$ cat config.mk
export PLATFORM = sky130hd
export DESIGN_NAME = multdiv_ctrl
export DESIGN_NICKNAME = d
export VERILOG_FILES = /design/src/rtl/multdiv_pkg.sv /design/src/rtl/multdiv_iter_counter.sv /design/src/rtl/multdiv_ctrl.sv
export SDC_FILE = /design/constraint.sdc
export NUM_CORES = 1
export LEC_CHECK = 0
export CAP_MARGIN = 20
export CORE_MARGIN = 10
export CORE_UTILIZATION = 41
export CTS_CLUSTER_SIZE = 10
export DETAILED_ROUTE_END_ITERATION = 7
export GPL_TIMING_DRIVEN = 1
export PLACE_DENSITY = 0.76
export SKIP_CTS_REPAIR_TIMING = 1
export SYNTH_ARGS = -nofsm -noshare
export SYNTH_HDL_FRONTEND = slang
export SYNTH_SLANG_ARGS = --single-unit
$ cat constraint.sdc
create_clock -name clock -period 1.82 [get_ports clock]
set_input_delay 0.364 -clock clock [delete_from_list [all_inputs] [get_ports clock]]
set_output_delay 0.364 -clock clock [all_outputs]
set_load 0.005 [all_outputs]
$ cat src/rtl/multdiv_pkg.sv
// Shared definitions for the multiply/divide controller and datapath:
// state encoding, operation select and default iteration counts.
package multdiv_pkg;

    typedef enum logic [2:0] {
        ST_IDLE  = 3'd0,
        ST_LOAD  = 3'd1,
        ST_RUN   = 3'd2,
        ST_FIXUP = 3'd3,
        ST_DONE  = 3'd4
    } state_e;

    localparam logic OP_MULT = 1'b0;
    localparam logic OP_DIV  = 1'b1;

    localparam int MULT_ITERS_DEF = 16;
    localparam int DIV_ITERS_DEF  = 32;
    localparam int ITER_W_DEF     = 6;

endpackage

$ cat src/rtl/multdiv_iter_counter.sv
// Iteration counter: synchronous clear (priority over enable), enable, and
// a terminal-count flag for a runtime limit (cnt == limit-1).
module multdiv_iter_counter #(
    parameter int ITER_W = 6
) (
    input  logic              clock,
    input  logic              reset,
    input  logic              clr,
    input  logic              en,
    input  logic [ITER_W:0]   limit,
    output logic [ITER_W-1:0] cnt,
    output logic              tc
);

    logic [ITER_W-1:0] cnt_q, cnt_d;

    always_comb begin
        cnt_d = cnt_q;
        if (clr)
            cnt_d = '0;
        else if (en)
            cnt_d = cnt_q + ITER_W'(1);
    end

    always_ff @(posedge clock) begin
        if (reset)
            cnt_q <= '0;
        else
            cnt_q <= cnt_d;
    end

    // limit is one bit wider so a full 2^ITER_W iteration count is representable
    assign tc  = ({1'b0, cnt_q} == (limit - (ITER_W+1)'(1)));
    assign cnt = cnt_q;

endmodule

$ cat src/rtl/multdiv_ctrl.sv
// Sequencer for the multi-cycle multiply/divide datapath: LOAD, RUN for a fixed
// iteration count, one FIXUP cycle, then a one-cycle ready pulse in DONE.
module multdiv_ctrl
    import multdiv_pkg::*;
#(
    parameter int MULT_ITERS = MULT_ITERS_DEF,
    parameter int DIV_ITERS  = DIV_ITERS_DEF,
    parameter int ITER_W     = ITER_W_DEF
) (
    input  logic              clock,
    input  logic              reset,
    input  logic              ctrl_MULT,
    input  logic              ctrl_DIV,
    input  logic              divisor_zero,
    output logic              ld_operands,
    output logic              step_en,
    output logic              fix_en,
    output logic              op_is_div,
    output logic [ITER_W-1:0] iter,
    output logic              busy,
    output logic              data_resultRDY,
    output logic              data_exception
);

    state_e state_q, state_d;
    logic   op_q, op_d;
    logic   exc_q, exc_d;
    logic   ld_q, step_q, fix_q, rdy_q, exc_out_q, busy_q;

    logic              start;
    logic              tc;
    logic              cnt_clr;
    logic              cnt_en;
    logic [ITER_W:0]   limit;

    assign start   = ctrl_MULT | ctrl_DIV;
    assign limit   = (op_q == OP_DIV) ? (ITER_W+1)'(DIV_ITERS) : (ITER_W+1)'(MULT_ITERS);
    assign cnt_en  = (state_q == ST_RUN);
    assign cnt_clr = start | ((state_q == ST_RUN) & tc);

    multdiv_iter_counter #(.ITER_W(ITER_W)) u_iter (
        .clock (clock),
        .reset (reset),
        .clr   (cnt_clr),
        .en    (cnt_en),
        .limit (limit),
        .cnt   (iter),
        .tc    (tc)
    );

    always_comb begin
        state_d = state_q;
        op_d    = op_q;
        exc_d   = exc_q;
        case (state_q)
            ST_IDLE:  state_d = ST_IDLE;
            ST_LOAD: begin
                if ((op_q == OP_DIV) && divisor_zero) begin
                    exc_d   = 1'b1;
                    state_d = ST_DONE;
                end else begin
                    state_d = ST_RUN;
                end
            end
            ST_RUN:   if (tc) state_d = ST_FIXUP;
            ST_FIXUP: state_d = ST_DONE;
            ST_DONE: begin
                state_d = ST_IDLE;
                exc_d   = 1'b0;
            end
            default:  state_d = ST_IDLE;
        endcase
        // A start from any state aborts whatever is in flight
        if (start) begin
            state_d = ST_LOAD;
            op_d    = ctrl_MULT ? OP_MULT : OP_DIV;
            exc_d   = 1'b0;
        end
    end

    // Outputs are registered from the next state so they line up with state_q
    always_ff @(posedge clock) begin
        if (reset) begin
            state_q   <= ST_IDLE;
            op_q      <= OP_MULT;
            exc_q     <= 1'b0;
            ld_q      <= 1'b0;
            step_q    <= 1'b0;
            fix_q     <= 1'b0;
            rdy_q     <= 1'b0;
            exc_out_q <= 1'b0;
            busy_q    <= 1'b0;
        end else begin
            state_q   <= state_d;
            op_q      <= op_d;
            exc_q     <= exc_d;
            ld_q      <= (state_d == ST_LOAD);
            step_q    <= (state_d == ST_RUN);
            fix_q     <= (state_d == ST_FIXUP);
            rdy_q     <= (state_d == ST_DONE);
            exc_out_q <= (state_d == ST_DONE) & exc_d;
            busy_q    <= (state_d != ST_IDLE);
        end
    end

    assign ld_operands    = ld_q;
    assign step_en        = step_q;
    assign fix_en         = fix_q;
    assign data_resultRDY = rdy_q;
    assign data_exception = exc_out_q;
    assign busy           = busy_q;
    assign op_is_div      = op_q;

endmodule

# After elaboration in Yosys (flattened, before gate mapping)
# Index checks and enable logic that the tools add are counted.
# W data, S select, Z words.
[word_totals]
elab_cells = 37
register_bits = 17
output_inout_bits = 13
in_bits = 5
[op_classes]
n_reduce_logical = 3
n_mux = 9
add_sub_neg = 2
bitwise = 4
eq_ne = 9
[op_table]
columns = ["op", "count"]
rows = [
  ["$eq A3 B2 Y1 const B", 4],
  ["$mux W3", 3],
  ["$pmux W3 S3", 1],
  ["$eq A6 B7 Y1", 1],
  ["$sub A6 B1 Y7 const B", 1],
  ["$add A6 B1 Y6 const B", 1],
  ["$eq A3 B1 Y1 const B", 2],
  ["$eq A3 B3 Y1 const B", 2],
  ["$mux W6", 1],
  ["$mux W1", 3],
  ["$reduce_bool A3 Y1", 1],
  ["$and A1 B1 Y1", 2],
  ["$or A1 B1 Y1", 2],
  ["$pmux W1 S2", 1],
  ["$reduce_or A2 Y1", 1],
  ["$logic_and A1 B1 Y1", 1],
]

# Longest topological paths before layout
[depth]
depth_word = 8
ltp_mapped = 5
mapped_depth_nobuf = 4

# By module
# Synthesis repeated with hierarchy kept, for this count alone.
[hier_totals]
hier_cells = 97
hier_area_um2 = 842.1
[modules_own_cells]
columns = ["module", "cells_each", "seq_area_each_um2", "n_inst", "area_per_inst_um2"]
rows = [
  ["multdiv_iter_counter", 54, 120.1, 1, 450.4],
  ["multdiv_ctrl", 43, 220.2, 1, 391.6],
]

# Least setup slack after synthesis
# Ideal clock, no wire load.
[synth_path]
kind = "register to register"
from = "register state_q[2]"
to = "register fix_q, in the netlist fix_en"
required_time_ps = 1732
period_less_slack_ps = 1691
stages_incl_launch_ff = 6
t_arrival_ps = 1603
setup_time_ps = 88
setup_slack_ps = 129
cell_sequence = "dfxtp_1 -> buf_6 -> or3b_1 -> buf_6 -> or4_4 -> nor4_2"
[synth_via]
elab_chain_cells = 4
elab_cells_between_ends = 7
cone_classes = "eq/ne (4); mux (3)"
[synth_lines]
columns = ["element", "line_no", "rtl"]
rows = [
  ["from (decl)", "multdiv_ctrl.sv:25", "state_e state_q, state_d;"],
  ["from (signal assigned)", "multdiv_ctrl.sv:94", "state_q <= state_d;"],
  ["$eq A3 B2 Y1 (tied with other cells)", "multdiv_ctrl.sv:55", "case (state_q)"],
  ["$pmux W3 S3 (*)", "multdiv_ctrl.sv:55", ""],
  ["$mux W3 (*)", "multdiv_ctrl.sv:74", "if (start) begin"],
  ["$eq A3 B2 Y1 (*)", "multdiv_ctrl.sv:99", "fix_q <= (state_d == ST_FIXUP);"],
  ["to (signal assigned)", "multdiv_ctrl.sv:99", ""],
  ["to (decl)", "multdiv_ctrl.sv:28", "logic ld_q, step_q, fix_q, rdy_q, exc_out_q, busy_q;"],
]
# Every way passes the cells marked *; elsewhere a longest branch is shown, timed or not.
# A chain may end at the register's enable or synchronous reset.

# Worst setup path in the final report
[layout_path]
from = "register op_q, in the netlist op_is_div"
to = "output port op_is_div"
[layout_rtl]
columns = ["element", "line_no", "rtl"]
rows = [
  ["from (decl)", "multdiv_ctrl.sv:26", "logic op_q, op_d;"],
  ["from (signal assigned)", "multdiv_ctrl.sv:95", "op_q <= op_d;"],
  ["to (decl)", "multdiv_ctrl.sv:18", "output logic op_is_div,"],
]
# No word-level cell between the ends.

==> results.yml <==
global_routing:
  grt_max_degree: 14
  grt_pass1_wl_mm: 2.725
  grt_pass1_vias: 587
  grt.overflow.total: 0
  antenna_found_initial: 0
  grt_usage_pct: 9.619
worst_setup_path:
  reg2reg_slack_ns: 0.19
  max_stage_delay_ns: 0.56
  critPathRequiredTime_ns: 1.46
  crit_arrival_ns: 1.33
  end_kind: "output port"
  critPathTopFamily: "buffers and inverters"
  regToRegEndpoint: "fix_en"
  cp_cell_sequence: "clkdlybuf4s50_1"
  cp_max_fo: 7
  r2r-start: "state_q[1]"
  worst_r2r_path_depth: 3
  critical_path_class: "reg2out"
  start_kind: "register"
  worst-path-buf-inv: 1
  slowest_stage: "clkdlybuf4s50_1"
timing:
  rsz0062_at_grt: "false"
  finClkSkew_ns: 0.004190
  setup_ws_ns: 0.1257
  tightest_slew_ns: 0.2754
  holdWs_ns: 0.5115
  fmax_mhz: 590.2
  tns_ns: 0
  hold_viol: 0
  slew_headroom_pct: 81.12
  finalCriticalPeriod_ns: 1.694
  fin_crit_sh_pct: 93.09
  drv_slew: 0
  finalSetupViolations: 0
clocking:
  clock_latency_ns: 0.29
  cts_sinks: 17
  htree_levels: 1
  cts_root_buffer: "clkbuf_4"
  clk_pin_slew_ns: 0.09
  clock_path_buffers: 2
  cts_made_buffers: 3
  cts_tree: "built"
layout:
  fin_nets: 104
  seqCellArea_um2: 340.3
  fin_util_pct: 60.16
  instances_no_fill: 113
  multi_input_area_um2: 335.3
  n_fill_cell: 141
  final_cell_mix: "dfxtp_1 (17), clkdlybuf4s50_1 (17), a21oi_1 (7), o21ai_0 (7), buf_4 (6)"
  layout-drive-gt1-share_pct: 17.53
  area_growth_pct: 33.45
  stdcell_area_um2: 948.4
  diodes: 0
drt:
  routed_via_density: 5.372
  dr.pass1.iters: 4
  remaining_drc_errors: 0
  post_drt_wl_per_cell_um: 14.38
  ant_nets: 0
  wirelength_mm: 1.625
  drtIter0Drc: 12
  num_vias: 607
logic_synthesis:
  synth_ff_type: "dfxtp_1"
  syn_avg_cell_area_um2: 9.735
  yosysSeqAreaShare_pct: 47.89
  synth-seq-cells: 17
  synthArstFlopShare_pct: 0
  yosysWarnings: 0
  synth_area_um2: 710.7
  syn_inst: 73
  ys_types: 27
  synth-edff-count: 0
  syn_nets: 79
power:
  p_leak_nw: 0.3453
  p_per_area_nw_per_um2: 673.6
  ir_drop_mv: 0.3514
  p_total_uw: 638.9
run_status:
  outcome: "complete, no violations"
worst_hold_path:
  min_to: "exc_q"
  hp-start: "exc_q"
  holdPathStages: 2
  min_path_type: "reg2reg"
placed_design:
  dpl.hpwl_mm: 1.201
  place_area_um2: 919.6
  dp_slack_ns: -0.04123
  dp_cells: 109
  port_buffers: 17
  globalplace.congestion: 0.7719
die:
  dieArea_um2: 3799
  placementRows: 14
  die_x_um: 61.64
  initial_utilization_pct: 45.08
  io_pins: 18
  die_h_um: 61.64
  core_um2: 1577
job:
  maxCapViolations: 0
cells by family after synthesis:
group | Yosys count | share of synthesized area [%]
fa+ha+maj | 1 | 1.760
compound gates | 17 | 13.20
xor+xnor | 2 | 2.465
buf+inv | 6 | 5.281
simple gates | 28 | 26.59
mux | 2 | 2.817
flops | 17 | 47.89
worst max path at each step:
stage / from / to / depth (start not counted)
2_1_floorplan: state_q[2] / fix_en / 5
3_3_place_gp: ctrl_DIV / step_en / 3
3_5_place_dp: ctrl_MULT / state_q[2] / 3
4_1_cts: state_q[1] / fix_en / 3
5_1_grt: op_is_div / op_is_div / 1
6_report: op_is_div / op_is_div / 1
cells in the mapped netlist (2+ instances only):
library cell | n | share of area, %
nor4_1 | 2 | 1.8
a21oi_1 | 7 | 4.9
dfxtp_1 | 17 | 48
xor2_1 | 2 | 2.5
nand3_1 | 2 | 1.4
mux2i_1 | 2 | 2.8
nor4b_1 | 2 | 2.5
nor2_1 | 5 | 2.6
or3_2 | 3 | 3.2
buf_6 | 2 | 3.2
inv_1 | 3 | 1.6
nand2_1 | 2 | 1.1
nor3_1 | 4 | 2.8
o21ai_0 | 7 | 4.9
state kept, by name (all words and copies together), names as in the netlist:
name,count
u_iter.cnt,6
ld_operands,1
data_exception,1
step_en,1
state_q,3
fix_en,1
exc_q,1
busy,1
op_is_div,1
data_resultRDY,1
where the power goes:
group	leakage, nW	switching, mW	total, mW	internal, mW
clock	0.0150	0.117	0.202	0.0853
sequential	0.138	0.00457	0.384	0.379
combinational	0.192	0.0231	0.0531	0.0300
metal layers:
| metal | vias to the layer above | part of all wire, % | GRT usage, % |
|---|---|---|---|
| li1 | 315 | - | - |
| met4 | 0 | 1.7 | 6.688 |
| met1 | 278 | 48 | 12.22 |
| met3 | 2 | 6.4 | 2.881 |
| met2 | 12 | 44 | 13.47 |
| met5 | - | 0 | 0 |
worst register-to-register path, cell delays in order (launching register included):
cell,delay [ns]
dfxtp_1,0.35
or3b_4,0.44
or4_4,0.56
nor4_2,0.21
final cells by class:
class	count	area share (%)
sequential	17	35.88
multi-input combinational	50	35.36
timing repair buffer	23	22.69
clock buffer	4	2.770
tap	16	2.111
inverter	3	1.187
(Power assumes the default switching activity.)
